**src/rtl/pipe_pkg.sv**
```systemverilog
// rtl/pipe_pkg.sv - shared front-end pipeline constants and helpers
package pipe_pkg;

  // front-end controller state encoding
  localparam logic [1:0] ST_RUN      = 2'd0;
  localparam logic [1:0] ST_FLUSH    = 2'd1;
  localparam logic [1:0] ST_MEM_WAIT = 2'd2;

  // hardwired zero register never creates a dependency
  localparam logic [4:0] REG_ZERO = 5'd0;

  // true when a written register can feed a later reader
  function automatic logic reg_match(input logic [4:0] dst, input logic [4:0] src);
    return (dst != REG_ZERO) && (dst == src);
  endfunction

endpackage

```
**src/rtl/hazard_detect.sv**
```systemverilog
// rtl/hazard_detect.sv - combinational load-use comparator
module hazard_detect
  import pipe_pkg::*;
(
  input  logic       ex_memread,
  input  logic [4:0] ex_rt,
  input  logic [4:0] id_rs,
  input  logic [4:0] id_rt,
  input  logic       id_uses_rt,
  output logic       load_use
);

  // a load in EX feeds a source of the instruction in ID
  always_comb begin
    load_use = ex_memread &&
               (reg_match(ex_rt, id_rs) || (id_uses_rt && reg_match(ex_rt, id_rt)));
  end

endmodule

```
**src/rtl/ifid_ctrl.sv**
```systemverilog
// rtl/ifid_ctrl.sv - IF/ID and PC sequencing controller; optional HAZARD_PERF_EN adds perf counters
module ifid_ctrl
  import pipe_pkg::*;
#(
  parameter int unsigned MEM_TIMEOUT = 255,
  parameter int unsigned CNT_W       = 16
) (
  input  logic             clk,
  input  logic             rst_n,
  input  logic [4:0]       id_rs,
  input  logic [4:0]       id_rt,
  input  logic             id_uses_rt,
  input  logic             ex_memread,
  input  logic [4:0]       ex_rt,
  input  logic             ex_branch_taken,
  input  logic             id_jump,
  input  logic             mem_busy,
  output logic             pc_write,
  output logic             ifid_write,
  output logic             ifid_flush,
  output logic             idex_flush,
  output logic             pipe_hold,
  output logic             err_timeout,
`ifdef HAZARD_PERF_EN
  output logic [CNT_W-1:0] perf_stall,
  output logic [CNT_W-1:0] perf_flush,
  output logic [CNT_W-1:0] perf_wait,
`endif
  output logic [1:0]       state
);

  localparam logic [15:0] TIMEOUT_V = 16'(MEM_TIMEOUT);

  logic [1:0]  state_next;
  logic        load_use;
  logic        stall_cycle;
  logic [15:0] wait_cnt;
  logic [15:0] wait_next;

  hazard_detect u_hazard_detect (
    .ex_memread (ex_memread),
    .ex_rt      (ex_rt),
    .id_rs      (id_rs),
    .id_rt      (id_rt),
    .id_uses_rt (id_uses_rt),
    .load_use   (load_use)
  );

  // enables and next state; memory freeze outranks branch, jump, then load-use
  always_comb begin
    pc_write    = 1'b1;
    ifid_write  = 1'b1;
    idex_flush  = 1'b0;
    pipe_hold   = 1'b0;
    stall_cycle = 1'b0;
    state_next  = state;
    case (state)
      ST_RUN: begin
        if (mem_busy) begin
          pc_write   = 1'b0;
          ifid_write = 1'b0;
          pipe_hold  = 1'b1;
          state_next = ST_MEM_WAIT;
        end else if (ex_branch_taken) begin
          idex_flush = 1'b1;
          state_next = ST_FLUSH;
        end else if (id_jump) begin
          state_next = ST_FLUSH;
        end else if (load_use) begin
          pc_write    = 1'b0;
          ifid_write  = 1'b0;
          idex_flush  = 1'b1;
          stall_cycle = 1'b1;
        end
      end
      ST_FLUSH: begin
        // ID holds a bubble here, so load-use is not considered
        if (mem_busy) begin
          pc_write   = 1'b0;
          ifid_write = 1'b0;
          pipe_hold  = 1'b1;
          state_next = ST_MEM_WAIT;
        end else if (ex_branch_taken) begin
          idex_flush = 1'b1;
          state_next = ST_FLUSH;
        end else begin
          state_next = ST_RUN;
        end
      end
      ST_MEM_WAIT: begin
        // freeze holds for the cycle mem_busy drops too; hazards re-evaluate in RUN
        pc_write   = 1'b0;
        ifid_write = 1'b0;
        pipe_hold  = 1'b1;
        if (!mem_busy) state_next = ST_RUN;
      end
      default: begin
        state_next = ST_RUN;
      end
    endcase
  end

  // wait counter: starts at 1 on entry, counts while busy, saturates at the limit
  always_comb begin
    wait_next = 16'd0;
    if (mem_busy) begin
      if (state == ST_MEM_WAIT) begin
        wait_next = (wait_cnt < TIMEOUT_V) ? wait_cnt + 16'd1 : wait_cnt;
      end else begin
        wait_next = 16'd1;
      end
    end
  end

  // state, flush pulse flop, watchdog counter and sticky timeout flag
  always_ff @(posedge clk or negedge rst_n) begin
    if (!rst_n) begin
      state       <= ST_RUN;
      ifid_flush  <= 1'b0;
      wait_cnt    <= 16'd0;
      err_timeout <= 1'b0;
    end else begin
      state      <= state_next;
      ifid_flush <= (state_next == ST_FLUSH);
      wait_cnt   <= wait_next;
      if (mem_busy && (wait_next == TIMEOUT_V)) err_timeout <= 1'b1;
    end
  end

`ifdef HAZARD_PERF_EN
  // saturating occupancy counters for stall, flush and memory-wait cycles
  always_ff @(posedge clk or negedge rst_n) begin
    if (!rst_n) begin
      perf_stall <= '0;
      perf_flush <= '0;
      perf_wait  <= '0;
    end else begin
      if (stall_cycle && !(&perf_stall))        perf_stall <= perf_stall + 1'b1;
      if ((state == ST_FLUSH) && !(&perf_flush)) perf_flush <= perf_flush + 1'b1;
      if ((state == ST_MEM_WAIT) && !(&perf_wait)) perf_wait <= perf_wait + 1'b1;
    end
  end
`else
  logic [31:0] unused_perf;
  assign unused_perf = 32'(CNT_W) ^ {31'd0, stall_cycle};
`endif

endmodule

```
**config.mk**
```make
export PLATFORM = sky130hd
export DESIGN_NAME = ifid_ctrl
export DESIGN_NICKNAME = d
export VERILOG_FILES = /design/src/rtl/pipe_pkg.sv /design/src/rtl/hazard_detect.sv /design/src/rtl/ifid_ctrl.sv
export SDC_FILE = /design/constraint.sdc
export NUM_CORES = 1
export LEC_CHECK = 0
export BUFFER_PORTS_ARGS = -buffer_cell sky130_fd_sc_hd__buf_2
export CORE_ASPECT_RATIO = 0.9
export CORE_MARGIN = 1.5
export CORE_UTILIZATION = 25
export CTS_BUF_LIST = sky130_fd_sc_hd__clkbuf_8
export DETAILED_ROUTE_END_ITERATION = 8
export HOLD_SLACK_MARGIN = 0.08
export PLACE_DENSITY = 0.47
export SYNTH_ARGS = -nofsm -noshare
export SYNTH_HDL_FRONTEND = slang
export SYNTH_SLANG_ARGS = --single-unit
```
**constraint.sdc**
```tcl
create_clock -name clk -period 2.45 [get_ports clk]
set_input_delay 0.3675 -clock clk [delete_from_list [all_inputs] [get_ports clk]]
set_output_delay 0.3675 -clock clk [all_outputs]
set_load 0.02 [all_outputs]
```
==> impl_metrics.yaml, run 1 <==
clock_network:
  clock-sinks: 20
  htreeDepth: 1
  cts_buffer_depth: 2
  path_clk_slew_ns: 0.07
  ctsRootBufferMaster: "clkbuf_8"
  tritoncts: "done"
  worst_skew_pair.late_latency_ns: 0.25
  cts_buffers: 3
floorplanning:
  die_w_um: 74.6
  core_area_mm2: 0.00443
  start_util: 0.260
  row_count: 23
  dieArea_mm2: 0.00503
  fp.dieH_um: 67.4
  num_io_pins: 30
worst_setup_path:
  crit_chain: "buf_2, or4_1, o2111ai_1, o21ba_1, buf_2"
  cp_max_fo: 3
  timing.rr.start: "wait_cnt[8]"
  cp_top_family: "simple AND/OR/NAND/NOR gates"
  slowest_delay_ns: 0.52
  r2r-end: "err_timeout"
  path_buf_inv: 2
  cp-end-kind: "primary output"
  reg2regPathDepth: 5
  r2r_slack_ns: 0.59
  crit_path_end: "pc_write"
  startpoint: "ex_rt[1]"
  critPathRequiredTime_ns: 2.08
  worst-path-stages: 5
  crit_type: "input port to primary output"
  worst-endpoint-arrival_ns: 1.60
  cp_slowest_cell: "or4_1"
  start_kind: "input port"
  crit_top_cell: "buf_2"
sta:
  max_freq_mhz: 509
  fin_crit_ns: 1.97
  finalHoldViolCount: 0
  rsz0062_at_grt: "no"
  final.setup_skew_ns: 0.00153
  fin_crit_sh: 0.802
  setup_viol: 0
  relSlewSlack: 0.694
  finalSetupTns_ns: 0
  max_slew.worst_pin.slew_ns: 0.460
  final_max_slew_viol_count: 0
pwr:
  leakagePower_nw: 0.650
  p_switching_mw: 0.167
  ir_drop_mv: 0.224
  pwr-share-seq: 0.449
  pwr-share-clk: 0.428
  powerDensity_mw_per_mm2: 531
  power_frac_comb: 0.124
  p_sw_frac: 0.220
  p_int_mw: 0.595
logic_synthesis:
  yosysSeqAreaShare: 0.434
  syn_inst: 118
  ys_types: 41
  synth_warnings: 0
  synth_edf_count: 0
  ys_seq_elements: 20
  syn_avg_cell_area_um2: 9.78
  synth_area_mm2: 0.00115
  async_reset_ff_frac: 1.00
  synthFlopType: "dfrtp_1"
  synth_nets: 141
worst_hold_path:
  hold_class: "input port to register"
  whs_path_depth: 3
drt:
  viasPerCell: 4.82
  wl_per_cell_um: 11.9
  wl_met3_um: 141
  first_pass_iters: 4
  antenna_left: 0
  vias: 1012
  drc_errors: 0
  highest_layer: "met4"
  met2WireLength_mm: 1.17
  met1_length_mm: 1.16
  drt-initial-drc-count: 35
  wirelength_mm: 2.49
finish:
  syn2layout_area_growth_pct: 24.4
  final_cell_count_no_fill: 210
  n_antenna_cell: 0
  fill_cells: 480
  drive_gt1_frac: 0.297
  num-nets-final: 172
placement:
  hpwl_mm: 1.92
  portBuffers: 29
  gp_congestion: 0.824
  placed_cells: 205
grt:
  overflow: 0
  antenna_found_initial: 0
  grt_pass1_wl_mm: 4.34
  track_usage: 0.112
  grt_max_degree: 21
  grt_pass1_vias: 1027
run_status:
  status: "completed"
job:
  maxCapViolCount: 0
state kept, by name, summed over array words and instances (netlist names):
name and cells:
state 2, err_timeout 1, ifid_flush 1, wait_cnt 16
cell families (layout without fill, tap and decap cells):
group,Yosys count,after routing,share of synthesized area
DFF,20,20,0.434
AOI/OAI and AO/OA,24,24,0.153
xor gates and xnor gates,13,13,0.0987
buffers and inverters,8,38,0.0358
adders and majority gates,1,1,0.0108
and+or+nand+nor,52,52,0.268
through the flow:
stage                     power, mW  area, um^2  utilization  setup WS, ns  hold WS [ns]
final                         0.763        1440        0.324         0.484         0.440
after global placement        0.441        1350        0.305         0.523         0.340
after detailed placement      0.444        1350        0.305         0.476         0.346
after global routing          0.802        1440        0.324         0.415         0.477
after floorplan               0.400        1150            -         0.540        0.0719
after CTS                     0.777        1440        0.324         0.473         0.430
layout by cell type, fill, tap and decap left out, types with 2 or more instances in the layout:
cell type and n:
nand4_1 4, nor3_1 5, nor2_1 7, clkbuf_8 3, or4_4 2, and4_1 2, xnor2_1 12, a21oi_1 4
buf_2 29, nand2_1 9, o211ai_1 3, inv_1 3, and3_1 7, dfrtp_1 20, nor4_1 4, o21ai_0 4
nand3_1 4
final cells by class:
type | instances | area, um^2 | share of cell area
multi-input cells | 90 | 612 | 0.426
clock buffers | 3 | 41.3 | 0.0288
clock inverters | 1 | 30.0 | 0.0209
inverters | 3 | 11.3 | 0.00785
well taps | 62 | 77.6 | 0.0541
repair buffers | 31 | 163 | 0.113
flip-flops and latches | 20 | 500 | 0.349
power groups by stage:
stage | clock network (mW) | registers [mW] | logic, mW
after floorplan | 0 | 0.351 | 0.0491
after global placement | 0 | 0.348 | 0.0928
after detailed placement | 0 | 0.349 | 0.0950
after CTS | 0.338 | 0.342 | 0.0965
after global routing | 0.353 | 0.343 | 0.106
final | 0.326 | 0.342 | 0.0944
synthesized netlist by cell type (all sizes together) (4+ instances only):
library cell	n	area, um^2
nor3	7	51.3
nand4	4	25.0
nor2	7	26.3
buf	4	26.3
a21oi	5	28.8
xnor2	12	105
o21ai	4	20.0
dfrtp	20	500
and3	8	51.3
nor4	4	25.0
nand3	5	30.0
nand2	9	33.8
how the worst min path moves through the flow:
| stage | startpoint | to |
|---|---|---|
| detailed placement | rst_n | wait_cnt[4] |
| floorplan | rst_n | err_timeout |
| global placement | rst_n | wait_cnt[4] |
| CTS | ex_branch_taken | ifid_flush |
| global route | ex_branch_taken | state[0] |
| finish | ex_branch_taken | ifid_flush |
routing by layer:
layer | track usage | vias to the layer above
li1 | - | 497
met1 | 0.131 | 476
met2 | 0.206 | 37
met3 | 0.0313 | 2
met4 | 0.0205 | 0
met5 | 0 | -
what timing repair did:
item	in CTS	in global routing
hold endpoints to repair	20	0
hold buffers	1	0
setup buffers	0	0
resized for setup	0	0
worst register-to-register path, cell delays in order (launching register included):
cell and delay (ns):
dfrtp_1 0.40, nor4_1 0.39, nand2_1 0.25, nor4_1 0.37, a211oi_2 0.15, a41o_1 0.19
Power figures use the tool's default switching activity.
==> run 2, diff against run 1 <==
- PLACE_DENSITY: 0.47 -> 0.48
- clock period: 2.45 -> 1.8 ns (I/O delays scaled with it)
==> impl_metrics.yaml, run 2 (same netlist as run 1, synthesis figures left out) <==
run_status:
  status: "completed"
sta:
  setup_viol: 0
  fin_crit_ns: 1.75
  max_freq_mhz: 570
  rsz0062_at_grt: "yes"
  final.setup_skew_ns: 0.00399
  relSlewSlack: 0.706
  final_max_slew_viol_count: 0
  fin_crit_sh: 0.975
  finalHoldViolCount: 0
  holdWs_ns: 0.342
  max_slew.worst_pin.slew_ns: 0.441
  fin_ws_ns: 0.0458
grt:
  grt_max_degree: 21
  overflow: 0
  antenna_found_initial: 0
  track_usage: 0.117
  grt_pass1_vias: 981
  grt_pass1_wl_mm: 4.38
floorplanning:
  die_w_um: 74.6
  num_io_pins: 30
  fp.dieH_um: 67.4
  dieArea_mm2: 0.00503
  row_count: 23
  core_area_mm2: 0.00443
  start_util: 0.260
finish:
  seq_area_um2: 500
  regMostFlops: "wait_cnt"
  multiInputGateArea_um2: 653
  num-nets-final: 178
  fill_cells: 480
  reg.largest.list: "wait_cnt x16, state x2"
  final_cell_mix: "buf_2 (28), dfrtp_1 (20), xnor2_1 (12), nand2_1 (9), buf_4 (8)"
  n_antenna_cell: 0
  largest_register_ffs: 16
  final_cell_count_no_fill: 216
  final_common_cell: "buf_2"
  syn2layout_area_growth_pct: 30.7
  drive_gt1_frac: 0.377
worst_setup_path:
  cp-end-kind: "register"
  timing.rr.start: "wait_cnt[13]"
  crit_chain: "nor4_1, buf_4, nand2_1, a311o_1, a21oi_1, a41o_1"
  r2r-end: "err_timeout"
  cp_top_family: "compound AO/OA/AOI/OAI gates"
  start_kind: "register"
  reg2regPathDepth: 6
  r2r_slack_ns: 0.05
  critPathRequiredTime_ns: 2.00
  path_buf_inv: 1
  crit_type: "register to register"
  worst-endpoint-arrival_ns: 1.96
  slowest_delay_ns: 0.41
  cp_slowest_cell: "dfrtp_1"
  cp_max_fo: 6
clock_network:
  cts_buffer_depth: 2
  tritoncts: "done"
  ctsRootBufferMaster: "clkbuf_8"
  worst_skew_pair.late_latency_ns: 0.26
  htreeDepth: 1
  cts_buffers: 3
  clock-sinks: 20
  path_clk_slew_ns: 0.08
drt:
  first_pass_iters: 4
  antenna_left: 0
  wirelength_mm: 2.68
  drt-initial-drc-count: 32
  viasPerCell: 4.84
  drc_errors: 0
  vias: 1045
  wl_per_cell_um: 12.4
placement:
  hpwl_mm: 2.09
  placed_cells: 210
  pre_cts_slack_ns: 0.0160
  gp_congestion: 0.770
  portBuffers: 29
worst_hold_path:
  whs_path_depth: 3
  hold_start: "ex_branch_taken"
  hold_class: "input port to register"
  min_to: "ifid_flush"
pwr:
  power_mw: 0.950
  leakagePower_nw: 0.675
  powerDensity_mw_per_mm2: 630
  ir_drop_mv: 0.296
job:
  maxCapViolCount: 0
run 2: stage by stage:
step                 util  TNS [ns]  cell area (um^2)
floorplan               -         0              1150
global placement    0.314         0              1390
detailed placement  0.314         0              1390
CTS                 0.330         0              1460
global route        0.340   -0.0502              1510
finish              0.340         0              1510
run 2: final cells by class:
cell class	instances	share of cell area
well taps	62	0.0515
inverters	3	0.00747
multi-input cells	90	0.433
repair buffers	37	0.139
flip-flops and latches	20	0.332
clock buffers	4	0.0365
run 2: worst register-to-register path: stages (launching register included):
cell and delay (ns):
dfrtp_1 0.41, nor4_1 0.30, buf_4 0.17, nand2_1 0.15, a311o_1 0.31, a21oi_1 0.17
a41o_1 0.19
run 2: worst max path at each step:
stage / from / end / slack [ns] / cells past startpoint
2_1_floorplan: ex_rt[1] / pc_write / 0.08 / 4
3_3_place_gp: wait_cnt[8] / err_timeout / 0.05 / 6
3_5_place_dp: wait_cnt[8] / err_timeout / 0.02 / 5
4_1_cts: wait_cnt[8] / err_timeout / 0.008 / 6
5_1_grt: wait_cnt[12] / err_timeout / -0.04 / 5
6_report: wait_cnt[13] / err_timeout / 0.05 / 6
run 2: per-layer routing:
metal	wire, um	GRT usage
met5	0	0
met4	40	0.0477
met3	140	0.0328
met2	1260	0.199
met1	1230	0.139
run 2: power by group:
part	switching (mW)	leakage (nW)	internal [mW]
combinational	0.0769	0.373	0.0622
clock	0.152	0.0288	0.195
sequential	0.00775	0.274	0.456
run 2: what timing repair did:
item,in CTS,in global routing
pin swaps,2,0
hold endpoints to repair,20,0
gates resized for setup,0,9
buffers inserted,1,0
hold buffers,1,0
setup endpoints to repair,1,7
==> run 3, diff against run 2 <==
==> constraint.sdc (replaced) <==
create_clock -name clk -period 1.8 [get_ports clk]
set_input_delay 0.36 -clock clk [delete_from_list [all_inputs] [get_ports clk]]
set_output_delay 0.36 -clock clk [all_outputs]
set_load 0.02 [all_outputs]
==> impl_metrics.yaml, run 3 (same netlist as run 1, synthesis figures left out) <==
clock_network:
  htreeDepth: 1
  clock-sinks: 20
  tritoncts: "done"
  cts_buffer_depth: 2
  ctsRootBufferMaster: "clkbuf_8"
  worst_skew_pair.late_latency_ns: 0.25
  cts_buffers: 3
  path_clk_slew_ns: 0.07
finish:
  drive_gt1_frac: 0.432
  num-nets-final: 179
  regMostFlops: "wait_cnt"
  largest_register_ffs: 16
  fill_cells: 471
  n_antenna_cell: 0
  fin_area_mm2: 0.00162
  final_cell_mix: "buf_2 (23), dfrtp_1 (20), xnor2_1 (10), buf_4 (9), nand2_1 (8)"
  reg.largest.list: "wait_cnt x16, state x2"
  syn2layout_area_growth_pct: 40.2
  final_common_cell: "buf_2"
worst_setup_path:
  crit_type: "input port to primary output"
  reg2regPathDepth: 5
  cp_max_fo: 3
  cp-end-kind: "primary output"
  cp_slowest_cell: "or4_4"
  worst-path-stages: 5
  r2r_slack_ns: 0
  timing.rr.start: "wait_cnt[10]"
  critPathRequiredTime_ns: 1.44
  crit_chain: "buf_8, or4_4, o2111ai_4, o21ba_4, buf_6"
  crit_path_end: "ifid_write"
  slowest_delay_ns: 0.54
  cp_top_family: "simple AND/OR/NAND/NOR gates"
  r2r-end: "err_timeout"
  start_kind: "input port"
  worst-endpoint-arrival_ns: 1.52
  startpoint: "ex_rt[2]"
  path_buf_inv: 2
placement:
  gp_congestion: 0.737
  placed_area_mm2: 0.00139
  hpwl_mm: 1.84
  portBuffers: 29
  pre_cts_slack_ns: -0.184
job:
  maxCapViolCount: 0
floorplanning:
  core_area_mm2: 0.00443
  start_util: 0.260
  die_w_um: 74.6
  num_io_pins: 30
  fp.dieH_um: 67.4
  dieArea_mm2: 0.00503
  row_count: 23
sta:
  fin_crit_ns: 1.88
  setup_viol: 4
  fin_crit_sh: 1.05
  final.setup_skew_ns: 0.00491
  rsz0062_at_grt: "yes"
  max_slew.worst_pin.slew_ns: 0.461
  max_freq_mhz: 531
  fin_ws_ns: -0.0845
  finalHoldViolCount: 0
  final_max_slew_viol_count: 0
  relSlewSlack: 0.693
pwr:
  p_int_mw: 0.727
  pwr-share-seq: 0.482
  power_frac_comb: 0.165
  leakagePower_nw: 0.708
  p_sw_frac: 0.244
  pwr-share-clk: 0.352
  p_switching_mw: 0.235
  powerDensity_mw_per_mm2: 594
  ir_drop_mv: 0.332
drt:
  drc_errors: 0
  vias: 1027
  first_pass_iters: 4
  wirelength_mm: 2.67
  drt-initial-drc-count: 62
  viasPerCell: 4.73
  antenna_left: 0
  wl_per_cell_um: 12.3
run_status:
  status: "finished, violations left"
  violations: "setup timing"
grt:
  track_usage: 0.110
  grt_pass1_wl_mm: 4.22
  grt_pass1_vias: 950
  overflow: 0
  antenna_found_initial: 0
  grt_max_degree: 21
worst_hold_path:
  hold_class: "input port to register"
run 3: cell count changes in the layout (fill, tap and decap cells not counted), sizes merged:
cell	previous run	this run
buf	36	37
run 3: worst min path at each step:
stage,slack (ns),depth (start not counted),startpoint,to
after CTS,0.43,3,id_jump,state[0]
after global routing,0.43,3,id_jump,state[0]
after floorplan,0.06,0,rst_n,err_timeout
after detailed placement,0.34,1,rst_n,wait_cnt[5]
after global placement,0.34,1,rst_n,wait_cnt[5]
final,0.43,3,id_jump,ifid_flush
run 3: worst reg2reg max path, delay by kind of cell, from the launching register on:
| kind | cells | cell delay, ns |
|---|---|---|
| compound gates | 3 | 0.47 |
| flops | 1 | 0.40 |
| simple gates | 2 | 0.88 |
run 3: power by group through the flow:
stage               clock network, mW  logic, mW  registers [mW]
finish                          0.339      0.159           0.464
detailed placement                  0      0.136           0.472
CTS                             0.354      0.153           0.463
global route                    0.379      0.175           0.465
floorplan                           0     0.0696           0.478
global placement                    0      0.134           0.472
run 3: cell type report:
type	count	area [um^2]	area share
tap	62	77.6	0.0480
inverter	3	11.3	0.00696
multi-input combinational	90	721	0.445
clock buffer	4	55.1	0.0340
timing repair buffer	38	253	0.156
sequential	20	500	0.309
run 3: repair_timing:
item                                    CTS  global route
hold endpoints to repair                 20             0
endpoints found under the setup margin    4             6
hold buffers                              1             0
pin swaps                                 4            17
gates resized for setup                  13            18
setup buffers                             0             3
gates cloned                              0             0
run 3: stage by stage:
| step | TNS (ns) | cells | util | hold WS, ns | total power [mW] |
|---|---|---|---|---|---|
| floorplan | -0.0402 | 118 | - | 0.0644 | 0.548 |
| global placement | -0.440 | 209 | 0.314 | 0.339 | 0.606 |
| detailed placement | -0.541 | 209 | 0.314 | 0.340 | 0.609 |
| CTS | -0.304 | 214 | 0.342 | 0.430 | 0.971 |
| global route | -0.521 | 217 | 0.365 | 0.430 | 1.02 |
| finish | -0.230 | 217 | 0.365 | 0.430 | 0.962 |
run 3: per-layer routing:
metal / global-route usage / share of wire / routed length, um / vias to the layer above
met4: 0.0364 / 0.0060 / 16 / 0
met5: 0 / 0 / 0 / -
met3: 0.0299 / 0.055 / 146 / 2
li1: - / - / - / 510
met1: 0.148 / 0.47 / 1270 / 478
met2: 0.170 / 0.46 / 1240 / 37
